<file path="config.mk">
export PLATFORM = sky130hd
export DESIGN_NAME = datapath_sequencer
export DESIGN_NICKNAME = d
export VERILOG_FILES = /design/src/rtl/cpu_types_pkg.sv /design/src/rtl/seq_wait_timer.sv /design/src/rtl/datapath_sequencer.sv
export SDC_FILE = /design/constraint.sdc
export NUM_CORES = 1
export LEC_CHECK = 0
export ABC_AREA = 0
export CAP_MARGIN = 20
export CORE_ASPECT_RATIO = 1.4
export CORE_MARGIN = 1.5
export CORE_UTILIZATION = 45
export CTS_BUF_LIST = sky130_fd_sc_hd__clkbuf_8
export DETAILED_ROUTE_END_ITERATION = 12
export GPL_TIMING_DRIVEN = 0
export HOLD_SLACK_MARGIN = 0.06
export PLACE_DENSITY = 0.77
export SYNTH_ARGS = -nofsm -noshare
export SYNTH_HDL_FRONTEND = slang
export SYNTH_SLANG_ARGS = --single-unit
export TNS_END_PERCENT = 10
</file>
<file path="constraint.sdc">
create_clock -name CLK -period 4.4 [get_ports CLK]
set_input_delay 0.66 -clock CLK [delete_from_list [all_inputs] [get_ports CLK]]
set_output_delay 0.66 -clock CLK [all_outputs]
set_load 0.01 [all_outputs]
</file>
<file path="src/rtl/cpu_types_pkg.sv">
// Shared MIPS control types: opcode/funct constants, sequencer states and
// the instruction-class decode used by the multicycle sequencer.
package cpu_types_pkg;

    typedef logic [5:0] opcode_t;
    typedef logic [5:0] funct_t;

    localparam opcode_t RTYPE = 6'h00;
    localparam opcode_t J     = 6'h02;
    localparam opcode_t JAL   = 6'h03;
    localparam opcode_t BEQ   = 6'h04;
    localparam opcode_t BNE   = 6'h05;
    localparam opcode_t ADDI  = 6'h08;
    localparam opcode_t ADDIU = 6'h09;
    localparam opcode_t SLTI  = 6'h0A;
    localparam opcode_t SLTIU = 6'h0B;
    localparam opcode_t ANDI  = 6'h0C;
    localparam opcode_t ORI   = 6'h0D;
    localparam opcode_t XORI  = 6'h0E;
    localparam opcode_t LUI   = 6'h0F;
    localparam opcode_t LW    = 6'h23;
    localparam opcode_t SW    = 6'h2B;
    localparam opcode_t HALT  = 6'h3F;

    localparam funct_t JR = 6'h08;

    typedef enum logic [2:0] {
        SEQ_IDLE,
        SEQ_FETCH,
        SEQ_DECODE,
        SEQ_EXEC,
        SEQ_MEM,
        SEQ_WB,
        SEQ_HALT
    } seq_state_t;

    typedef enum logic [2:0] {
        CLS_NOP,
        CLS_BEQ,
        CLS_BNE,
        CLS_JUMP,
        CLS_JAL,
        CLS_LOAD,
        CLS_STORE,
        CLS_ALU
    } instr_class_t;

    // Anything not recognised here falls through to NOP so the PC still advances.
    function automatic instr_class_t classify(input opcode_t op, input funct_t fn);
        instr_class_t cls;
        case (op)
            RTYPE:   cls = (fn == JR) ? CLS_JUMP : CLS_ALU;
            J:       cls = CLS_JUMP;
            JAL:     cls = CLS_JAL;
            BEQ:     cls = CLS_BEQ;
            BNE:     cls = CLS_BNE;
            LW:      cls = CLS_LOAD;
            SW:      cls = CLS_STORE;
            ADDI, ADDIU, SLTI, SLTIU,
            ANDI, ORI, XORI, LUI:
                     cls = CLS_ALU;
            default: cls = CLS_NOP;
        endcase
        return cls;
    endfunction

endpackage

</file>
<file path="src/rtl/seq_wait_timer.sv">
// Memory wait counter: counts cycles spent waiting for a hit and flags the
// cycle on which the TIMEOUT-th miss occurs.
module seq_wait_timer #(
    parameter int TIMEOUT = 255
) (
    input  logic clk,
    input  logic rst,
    input  logic waiting,
    input  logic hit,
    output logic expired
);
    localparam int CNT_W = $clog2(TIMEOUT + 1);

    logic [CNT_W-1:0] wait_cnt;

    // Any cycle outside a wait state, or a hit, rearms the counter for the next request.
    always_ff @(posedge clk or posedge rst) begin
        if (rst) begin
            wait_cnt <= '0;
        end else if (!waiting || hit) begin
            wait_cnt <= '0;
        end else begin
            wait_cnt <= wait_cnt + CNT_W'(1);
        end
    end

    assign expired = waiting && !hit && (wait_cnt == CNT_W'(TIMEOUT - 1));

endmodule

</file>
<file path="src/rtl/datapath_sequencer.sv">
// Multicycle FETCH/DECODE/EXEC/MEM/WB sequencer for the MIPS datapath.
// Define SEQ_TIMEOUT_EN to build the memory-wait timeout and Fault flag.
module datapath_sequencer
    import cpu_types_pkg::*;
#(
    parameter int TIMEOUT = 255
) (
    input  logic        CLK,
    input  logic        RST,
    input  logic [5:0]  InstrOp,
    input  logic [5:0]  InstrFunc,
    input  logic        Equal,
    input  logic        ihit,
    input  logic        dhit,
    output logic        iREN,
    output logic        dREN,
    output logic        dWEN,
    output logic        InstrWEN,
    output logic        PcWEN,
    output logic        BranchTaken,
    output logic        regWEN,
    output logic        Halt,
    output logic        Fault,
    output logic [2:0]  State,
    output logic [31:0] InstrCount
);
    seq_state_t   state;
    seq_state_t   state_next;
    instr_class_t cls;
    logic         expired;
    logic         halt_q;
    logic [31:0]  count_q;

    // The instruction register holds InstrOp/InstrFunc stable from DECODE to WB.
    assign cls = classify(InstrOp, InstrFunc);

`ifdef SEQ_TIMEOUT_EN
    logic waiting;
    logic hit;
    logic fault_q;

    assign waiting = (state == SEQ_FETCH) || (state == SEQ_MEM);
    assign hit     = (state == SEQ_FETCH) ? ihit : dhit;

    seq_wait_timer #(
        .TIMEOUT (TIMEOUT)
    ) u_wait_timer (
        .clk     (CLK),
        .rst     (RST),
        .waiting (waiting),
        .hit     (hit),
        .expired (expired)
    );

    always_ff @(posedge CLK or posedge RST) begin
        if (RST) begin
            fault_q <= 1'b0;
        end else if (expired) begin
            fault_q <= 1'b1;
        end
    end

    assign Fault = fault_q;
`else
    logic unused_cfg;

    assign expired    = 1'b0;
    assign Fault      = 1'b0;
    assign unused_cfg = (TIMEOUT == 0);
`endif

    always_ff @(posedge CLK or posedge RST) begin
        if (RST) begin
            state <= SEQ_IDLE;
        end else begin
            state <= state_next;
        end
    end

    // Strobes are Mealy outputs so a zero-wait hit completes in the request cycle.
    always_comb begin
        state_next  = state;
        iREN        = 1'b0;
        dREN        = 1'b0;
        dWEN        = 1'b0;
        InstrWEN    = 1'b0;
        PcWEN       = 1'b0;
        BranchTaken = 1'b0;
        regWEN      = 1'b0;
        case (state)
            SEQ_IDLE: begin
                state_next = SEQ_FETCH;
            end
            SEQ_FETCH: begin
                iREN = 1'b1;
                if (ihit) begin
                    InstrWEN   = 1'b1;
                    state_next = SEQ_DECODE;
                end else if (expired) begin
                    state_next = SEQ_HALT;
                end
            end
            SEQ_DECODE: begin
                state_next = (InstrOp == HALT) ? SEQ_HALT : SEQ_EXEC;
            end
            SEQ_EXEC: begin
                case (cls)
                    CLS_BEQ: begin
                        PcWEN       = 1'b1;
                        BranchTaken = Equal;
                        state_next  = SEQ_FETCH;
                    end
                    CLS_BNE: begin
                        PcWEN       = 1'b1;
                        BranchTaken = !Equal;
                        state_next  = SEQ_FETCH;
                    end
                    CLS_JUMP: begin
                        PcWEN       = 1'b1;
                        BranchTaken = 1'b1;
                        state_next  = SEQ_FETCH;
                    end
                    CLS_JAL, CLS_ALU: begin
                        state_next = SEQ_WB;
                    end
                    CLS_LOAD, CLS_STORE: begin
                        state_next = SEQ_MEM;
                    end
                    default: begin
                        PcWEN      = 1'b1;
                        state_next = SEQ_FETCH;
                    end
                endcase
            end
            SEQ_MEM: begin
                if (cls == CLS_STORE) begin
                    dWEN = 1'b1;
                end else begin
                    dREN = 1'b1;
                end
                if (dhit) begin
                    if (cls == CLS_STORE) begin
                        PcWEN      = 1'b1;
                        state_next = SEQ_FETCH;
                    end else begin
                        state_next = SEQ_WB;
                    end
                end else if (expired) begin
                    state_next = SEQ_HALT;
                end
            end
            SEQ_WB: begin
                regWEN      = 1'b1;
                PcWEN       = 1'b1;
                BranchTaken = (cls == CLS_JAL);
                state_next  = SEQ_FETCH;
            end
            SEQ_HALT: begin
                state_next = SEQ_HALT;
            end
            default: begin
                state_next = SEQ_IDLE;
            end
        endcase
    end

    always_ff @(posedge CLK or posedge RST) begin
        if (RST) begin
            halt_q <= 1'b0;
        end else if (state_next == SEQ_HALT) begin
            halt_q <= 1'b1;
        end
    end

    always_ff @(posedge CLK or posedge RST) begin
        if (RST) begin
            count_q <= 32'd0;
        end else if (PcWEN) begin
            count_q <= count_q + 32'd1;
        end
    end

    assign Halt       = halt_q;
    assign State      = state;
    assign InstrCount = count_q;

endmodule

</file>
==> impl_results.md, run 1 <==
- Run status: finished clean
- Worst stage delay on the critical path: 0.57 ns
- Pin count of the biggest net entering global routing: 20
- Filler instances: 372
- Latest clock arrival within the worst-skew pair: 0.29 ns
- CP delay by family, top: buffers and inverters
- RSZ-0062 raised after global routing: no
- Synth Instances: 211
- Slew Limit Fails: 0
- Setup Viol. Count Final: 0
- First-pass GRT wire length: 7.69 mm
- Slew @ Worst Pin: 0.781 ns
- Async SR Flop Fraction: 100%
- EDFF count, synth: 0
- Drc violations: 0
- CP Launch Type: input port
- Final worst slack: 0.186 ns
- Leak: 1.16 nW
- Die W: 60.1 um
- CTS tree: yes
- CORE AREA: 0.00431 mm2
- FF-to-FF path depth: 7
- Mean routed wirelength per cell: 14.0 um
- Worst hold path class: reg2reg
- IO Pins: 61
- Vias in the first global route: 1681
- Antenna violations before repair: 0
- Mapped Area: 0.00205 mm2
- Row count: 28
- DP HPWL: 3.45 mm
- Seq/Total Area, Yosys: 43.9%
- Clock Skews: 0.00621 ns
- P&R area growth vs syn: 36.9%
- Final wirelength: 4.69 mm
- WHS Path Cells: 1
- Synth cell types: 47
- Post-cts sizing count: 0
- Maximum VDD drop: 0.000321 V
- Final Cycle Share: 95.8%
- Initial drt markers: 136
- CP dominant cell by count: clkdlybuf4s50_1
- Buffers on Ports: 56
- Longest Clk Path Bufs: 2
- Fmax achieved: 237 MHz
- Routed Antenna Nets: 0
- CP Depth: 8
- Power Density: 385 mW/mm2
- Synth Register Bits: 36
- Global placer's final weighted congestion: 0.884
- Setup Crit Path Kind: in2out
- Average size of a mapped cell: 9.72 um2
- Hold-fix buffers, CTS: 0
- Synthesized net count: 229
- CTS clk-pin slew, worst paths: 0.07 ns
- Final min period: 4.21 ns
- Via count: 1780
- Final core occ: 65.1%
- Drt first pass iters: 4
- Die height: 82.9 um
- Vias/cell: 5.30
- Crit-path cells: clkdlybuf4s50_1 -> buf_6 -> nor4bb_1 -> o21ba_2 -> o41a_1 -> inv_1 -> buf_2 -> clkdlybuf4s50_1
- Global route total overflow: 0
- Final Hold Fails: 0
- Setup bufs post-CTS: 0
- Critical path peak fanout: 10
- N_diodes: 0
- CTS buffer count: 5
- Req. time, crit path: 3.74 ns
- Yosys warning count: 0
- Hold_ws: 0.475 ns
- Root buffer cell: clkbuf_8
- CP Capture Type: output port
- Worst slew margin: 47.9%
- Placement Setup Slack: 0.226 ns
- CTS HTree Levels: 2
- Fin Setup TNS: 0 ns
- CP max stage cell: clkdlybuf4s50_1
- CP Data Arrival Time: 3.55 ns
- Layout cell share with drive strength beyond 1: 10.1%
- Count of buffer and inverter cells on the critical path: 5
- GRT Overall Usage: 19.8%
- Prevailing post-synth register cell: dfrtp_1
- Clock Sinks: 36
- Layout net count: 293
- Initial Util: 47.6%
- Max Cap Violations: 0
- Die outline area: 0.00498 mm2
==> worst register-to-register path, cell delays in order, from the launching register on <==
cell	delay, ns
dfrtp_1	0.34
clkbuf_1	0.28
o21ai_0	0.16
o31ai_1	0.24
a22oi_1	0.10
o41a_1	0.23
or4_4	0.59
xnor2_2	0.14
==> path summary, 6_finish.rpt <==
kind | slack, ns | start | endpoint
setup / recovery | 0.19 | InstrOp[2] | PcWEN
hold / removal | 0.48 | InstrCount[31] | InstrCount[31]
setup reg to reg | 2.22 | State[1] | InstrCount[21]
hold reg to reg | 0.48 | InstrCount[31] | InstrCount[31]
max in group asynchronous | 3.04 | RST | InstrCount[7]
min in group asynchronous | 0.81 | RST | InstrCount[31]
==> routing by layer <==
metal	part of all wire (%)	routed length (um)	track usage [%]	vias to the layer above
li1	-	-	-	869
met1	44	2050	25.2	842
met2	49	2280	31.8	59
met3	5.8	274	5.30	10
met4	1.9	88	6.26	0
met5	0	0	0	-
==> synthesized netlist by cell type, types with 4 or more instances <==
| library cell | n | share of area, % |
|---|---|---|
| a21oi_1 | 4 | 0.98 |
| and3_1 | 5 | 1.5 |
| dfrtp_1 | 36 | 44 |
| inv_1 | 7 | 1.3 |
| nand2_1 | 19 | 3.5 |
| nand2b_1 | 5 | 1.5 |
| nand3_1 | 16 | 3.9 |
| nand4_1 | 11 | 3.4 |
| nor2_1 | 11 | 2.0 |
| nor3_1 | 10 | 2.4 |
| nor4b_1 | 4 | 1.7 |
| o21ai_0 | 8 | 2.0 |
| xnor2_1 | 19 | 8.1 |
| xor2_1 | 11 | 4.7 |
==> cell usage in the layout (no fill, tap or decap), types with 2 or more instances in the layout <==
cell	synthesis	final
nor4b_1	4	4
xnor2_1	19	19
dfrtp_1	36	36
nor4bb_1	2	2
xor2_1	11	11
nor4_2	3	3
a21oi_1	4	4
nor2_1	11	11
buf_4	2	2
clkbuf_8	0	6
inv_1	7	7
clkdlybuf4s50_1	0	56
nand3_1	16	16
and3_1	5	5
nand2_1	19	19
nand4_1	11	11
or3_1	2	2
nor3_1	10	10
nand2b_1	5	5
buf_6	3	3
nor2b_1	2	2
buf_2	3	3
nor3b_1	2	2
o21ai_0	8	8
clkbuf_1	2	2
clkinv_2	0	2
==> where the power goes <==
part           total [mW]  leakage (nW)  switching, mW  internal [mW]
registers           0.429         0.474         0.0540          0.375
logic               0.412         0.633          0.202          0.210
clock network       0.240        0.0510          0.115          0.125
==> metrics by stage <==
| stage | instance area, um2 | power [mW] | cells |
|---|---|---|---|
| 6_report | 2810 | 1.08 | 336 |
| 5_1_grt | 2810 | 1.14 | 336 |
| 4_1_cts | 2810 | 1.09 | 336 |
| 3_5_place_dp | 2710 | 0.847 | 328 |
| 3_3_place_gp | 2690 | 0.839 | 327 |
| 2_1_floorplan | 2050 | 0.652 | 211 |
==> kinds of logic after synthesis <==
logic type | after synthesis | share of synthesized area, %
adders and majority gates | 1 | 0.610
muxes | 1 | 0.488
and+or+nand+nor | 101 | 28.4
other | 1 | 0.183
xor gates and xnor gates | 31 | 13.6
buffers and inverters | 17 | 4.76
AOI/OAI and AO/OA | 23 | 8.05
DFF | 36 | 43.9
==> registers in the layout, summed over array words and instances (netlist names) <==
| name | flops |
|---|---|
| Halt | 1 |
| InstrCount | 32 |
| State | 3 |
==> final cells by class <==
cell class                      count  area (um2)  share of cell area (%)
Clock inverter                      2        10.0                   0.357
Multi-Input combinational cell    158        1050                    37.5
Inverter                            7        26.3                   0.936
Buffer                             10        71.3                    2.54
Sequential cell                    36         901                    32.1
Timing Repair Buffer               57         588                    21.0
Tap cell                           60        75.1                    2.67
Clock buffer                        6        82.6                    2.94
(Power assumes the default switching activity.)
==> run 2, diff against run 1 <==
SLEW_MARGIN = 20   (was not set)
SYNTH_HIERARCHICAL = 1   (was not set)
==> run 2 against run 1 <==
Effect of this change:
- via count rose by 1.1%
- clock skew down 0.0021 ns
- area after synthesis unchanged
- global-route usage is 0.42 points lower
- non-clock buffer count shrank 1
- total power decreased by 0.62%
- worst setup slack better by 0.0077 ns
- die area unchanged
- worst hold slack about the same
- combinational power barely moved
==> impl_results.md, run 2 <==
- Final worst slack: 0.194 ns
- Drt first pass iters: 4
- Post-synth top cells: dfrtp_1, nand2_1, xnor2_1, nand3_1
- Most frequent cell after synthesis: dfrtp_1
- Global route total overflow: 0
- Setup Crit Path Kind: in2out
- Average size of a mapped cell: 9.72 um2
- Max Cap Violations: 0
- Commonest non-fill, non-tap cells in the layout: clkdlybuf4s50_1, dfrtp_1, nand2_1, xnor2_1, nand3_1
- GRT Overall Usage: 19.3%
- Prevailing post-synth register cell: dfrtp_1
- Net Sw Frac: 34.3%
- Layout net count: 292
- Layout cell share with drive strength beyond 1: 9.45%
- Req. time, crit path: 3.74 ns
- Die W: 60.1 um
- Pin count of the biggest net entering global routing: 37
- Power share of the combinational group: 38.2%
- Async SR Flop Fraction: 100%
- Seq pwr share: 40.1%
- Latest clock arrival within the worst-skew pair: 0.28 ns
- Initial drt markers: 113
- Slew @ Worst Pin: 0.725 ns
- Final min period: 4.21 ns
- Final wirelength: 4.65 mm
- Hold-fix buffers, CTS: 0
- Synth top area cells: dfrtp_1, xnor2_1, xor2_1
- Pint: 0.705 mW
- CTS tree: yes
- CORE AREA: 0.00431 mm2
- Post-synth top area share: 43.9%
- Mean routed wirelength per cell: 13.9 um
- Post-cts sizing count: 0
- CTS HTree Levels: 2
- Setup crit end: PcWEN
- Buffers on Ports: 56
- CTS buffer count: 5
- Reg2reg setup slack: 2.20 ns
- Initial Util: 47.6%
- P&R area growth vs syn: 35.4%
- Via count: 1799
- CP Capture Type: output port
- Vias/cell: 5.37
- Most area-hungry cell type in the Yosys netlist: dfrtp_1
- Row count: 28
- Crit. Startpoint: InstrOp[2]
- Hold_ws: 0.476 ns
- Placement Setup Slack: 0.228 ns
- Filler instances: 386
- First-pass GRT wire length: 7.53 mm
- Slew Limit Fails: 0
- Run status: finished clean
- RR Startpoint: State[1]
- Seq/Total Area, Yosys: 43.9%
- Fin Setup TNS: 0 ns
- Final Hold Fails: 0
- Antenna violations before repair: 0
- Routed Antenna Nets: 0
- CP Launch Type: input port
- IO Pins: 61
- Vias in the first global route: 1687
- Global placer's final weighted congestion: 0.884
- Synth cell types: 47
- CTS clk-pin slew, worst paths: 0.07 ns
- Largest register FFs: 32
- Critical path peak fanout: 10
- Worst hold path class: reg2reg
- Fmax achieved: 238 MHz
- CP Data Arrival Time: 3.55 ns
- Clock Skews: 0.00415 ns
- Leak: 1.15 nW
- Yosys warning count: 6
- Root buffer cell: clkbuf_8
- Worst slew margin: 51.6%
- Die height: 82.9 um
- Setup bufs post-CTS: 0
- NetSw: 0.369 mW
- Most common cell after layout, fill and taps aside: clkdlybuf4s50_1
- Synth Instances: 211
- Worst r2r dst: InstrCount[21]
- EDFF count, synth: 0
- Clock network power share: 21.7%
- DP HPWL: 3.38 mm
- Dpl cells: 327
- Mapped Area: 0.00205 mm2
- Final core occ: 64.4%
- FF-to-FF path depth: 7
- Setup Viol. Count Final: 0
- Drc violations: 0
- Final Cycle Share: 95.6%
- Die outline area: 0.00498 mm2
- Power Density: 387 mW/mm2
- Clock Sinks: 36
- Synth Register Bits: 36
- Synthesized net count: 229
- N_diodes: 0
- RSZ-0062 raised after global routing: no
- Non-Filler Instances: 335
- Longest Clk Path Bufs: 2
- Maximum VDD drop: 0.000321 V
==> run 2: cell counts after synthesis <==
No cell type changed its count.
==> run 2: stage by stage <==
stage	instance area, um2	power, mW
4_1_cts	2780	1.08
6_report	2780	1.07
3_5_place_dp	2690	0.845
3_3_place_gp	2690	0.839
5_1_grt	2780	1.13
2_1_floorplan	2050	0.652
==> run 2: cells by family after synthesis <==
group,count (synthesis),share of synthesized area (%)
other,1,0.183
buffers and inverters,17,4.76
multiplexers,1,0.488
flip-flops,36,43.9
AND/OR/NAND/NOR,101,28.4
XOR/XNOR,31,13.6
AO/OA/AOI/OAI,23,8.05
adder cells (fa/ha/maj),1,0.610
==> run 2: layout make-up <==
cell class,instances,area (um2),area share (%)
timing repair buffer,56,561,20.2
sequential,36,901,32.4
clock buffer,6,82.6,2.97
inverter,7,26.3,0.946
multi-input combinational,158,1050,37.9
buffer,10,71.3,2.57
clock inverter,2,7.51,0.270
tap,60,75.1,2.70
==> run 2: worst min-delay path by stage <==
stage               slack, ns  cells after the start           start             end
detailed placement       0.47                      1  InstrCount[31]  InstrCount[31]
finish                   0.48                      1  InstrCount[31]  InstrCount[31]
global placement         0.46                      1  InstrCount[31]  InstrCount[31]
floorplan                0.50                      1  InstrCount[31]  InstrCount[31]
CTS                      0.47                      1  InstrCount[31]  InstrCount[31]
global route             0.50                      1  InstrCount[31]  InstrCount[31]
==> run 2: worst max-delay path, stage by stage <==
cell and delay (ns):
clkdlybuf4s50_1 0.44, buf_6 0.15, nor4bb_1 0.55, o21ba_2 0.28, o41a_1 0.54, inv_1 0.10, buf_2 0.23, clkdlybuf4s50_1 0.58
==> run 2: per-layer routing <==
layer | vias to the layer above | GRT usage (%) | part of all wire (%)
li1 | 868 | - | -
met2 | 64 | 31.2 | 48
met4 | 0 | 7.47 | 2.3
met5 | - | 0 | 0
met3 | 12 | 4.98 | 5.8
met1 | 855 | 24.0 | 44
==> run 2: power groups by stage <==
stage | Sequential (mW) | Clock, mW | Combinational (mW)
6_report | 0.430 | 0.233 | 0.410
5_1_grt | 0.436 | 0.253 | 0.442
4_1_cts | 0.429 | 0.239 | 0.413
3_5_place_dp | 0.435 | 0 | 0.410
3_3_place_gp | 0.434 | 0 | 0.405
2_1_floorplan | 0.446 | 0 | 0.205
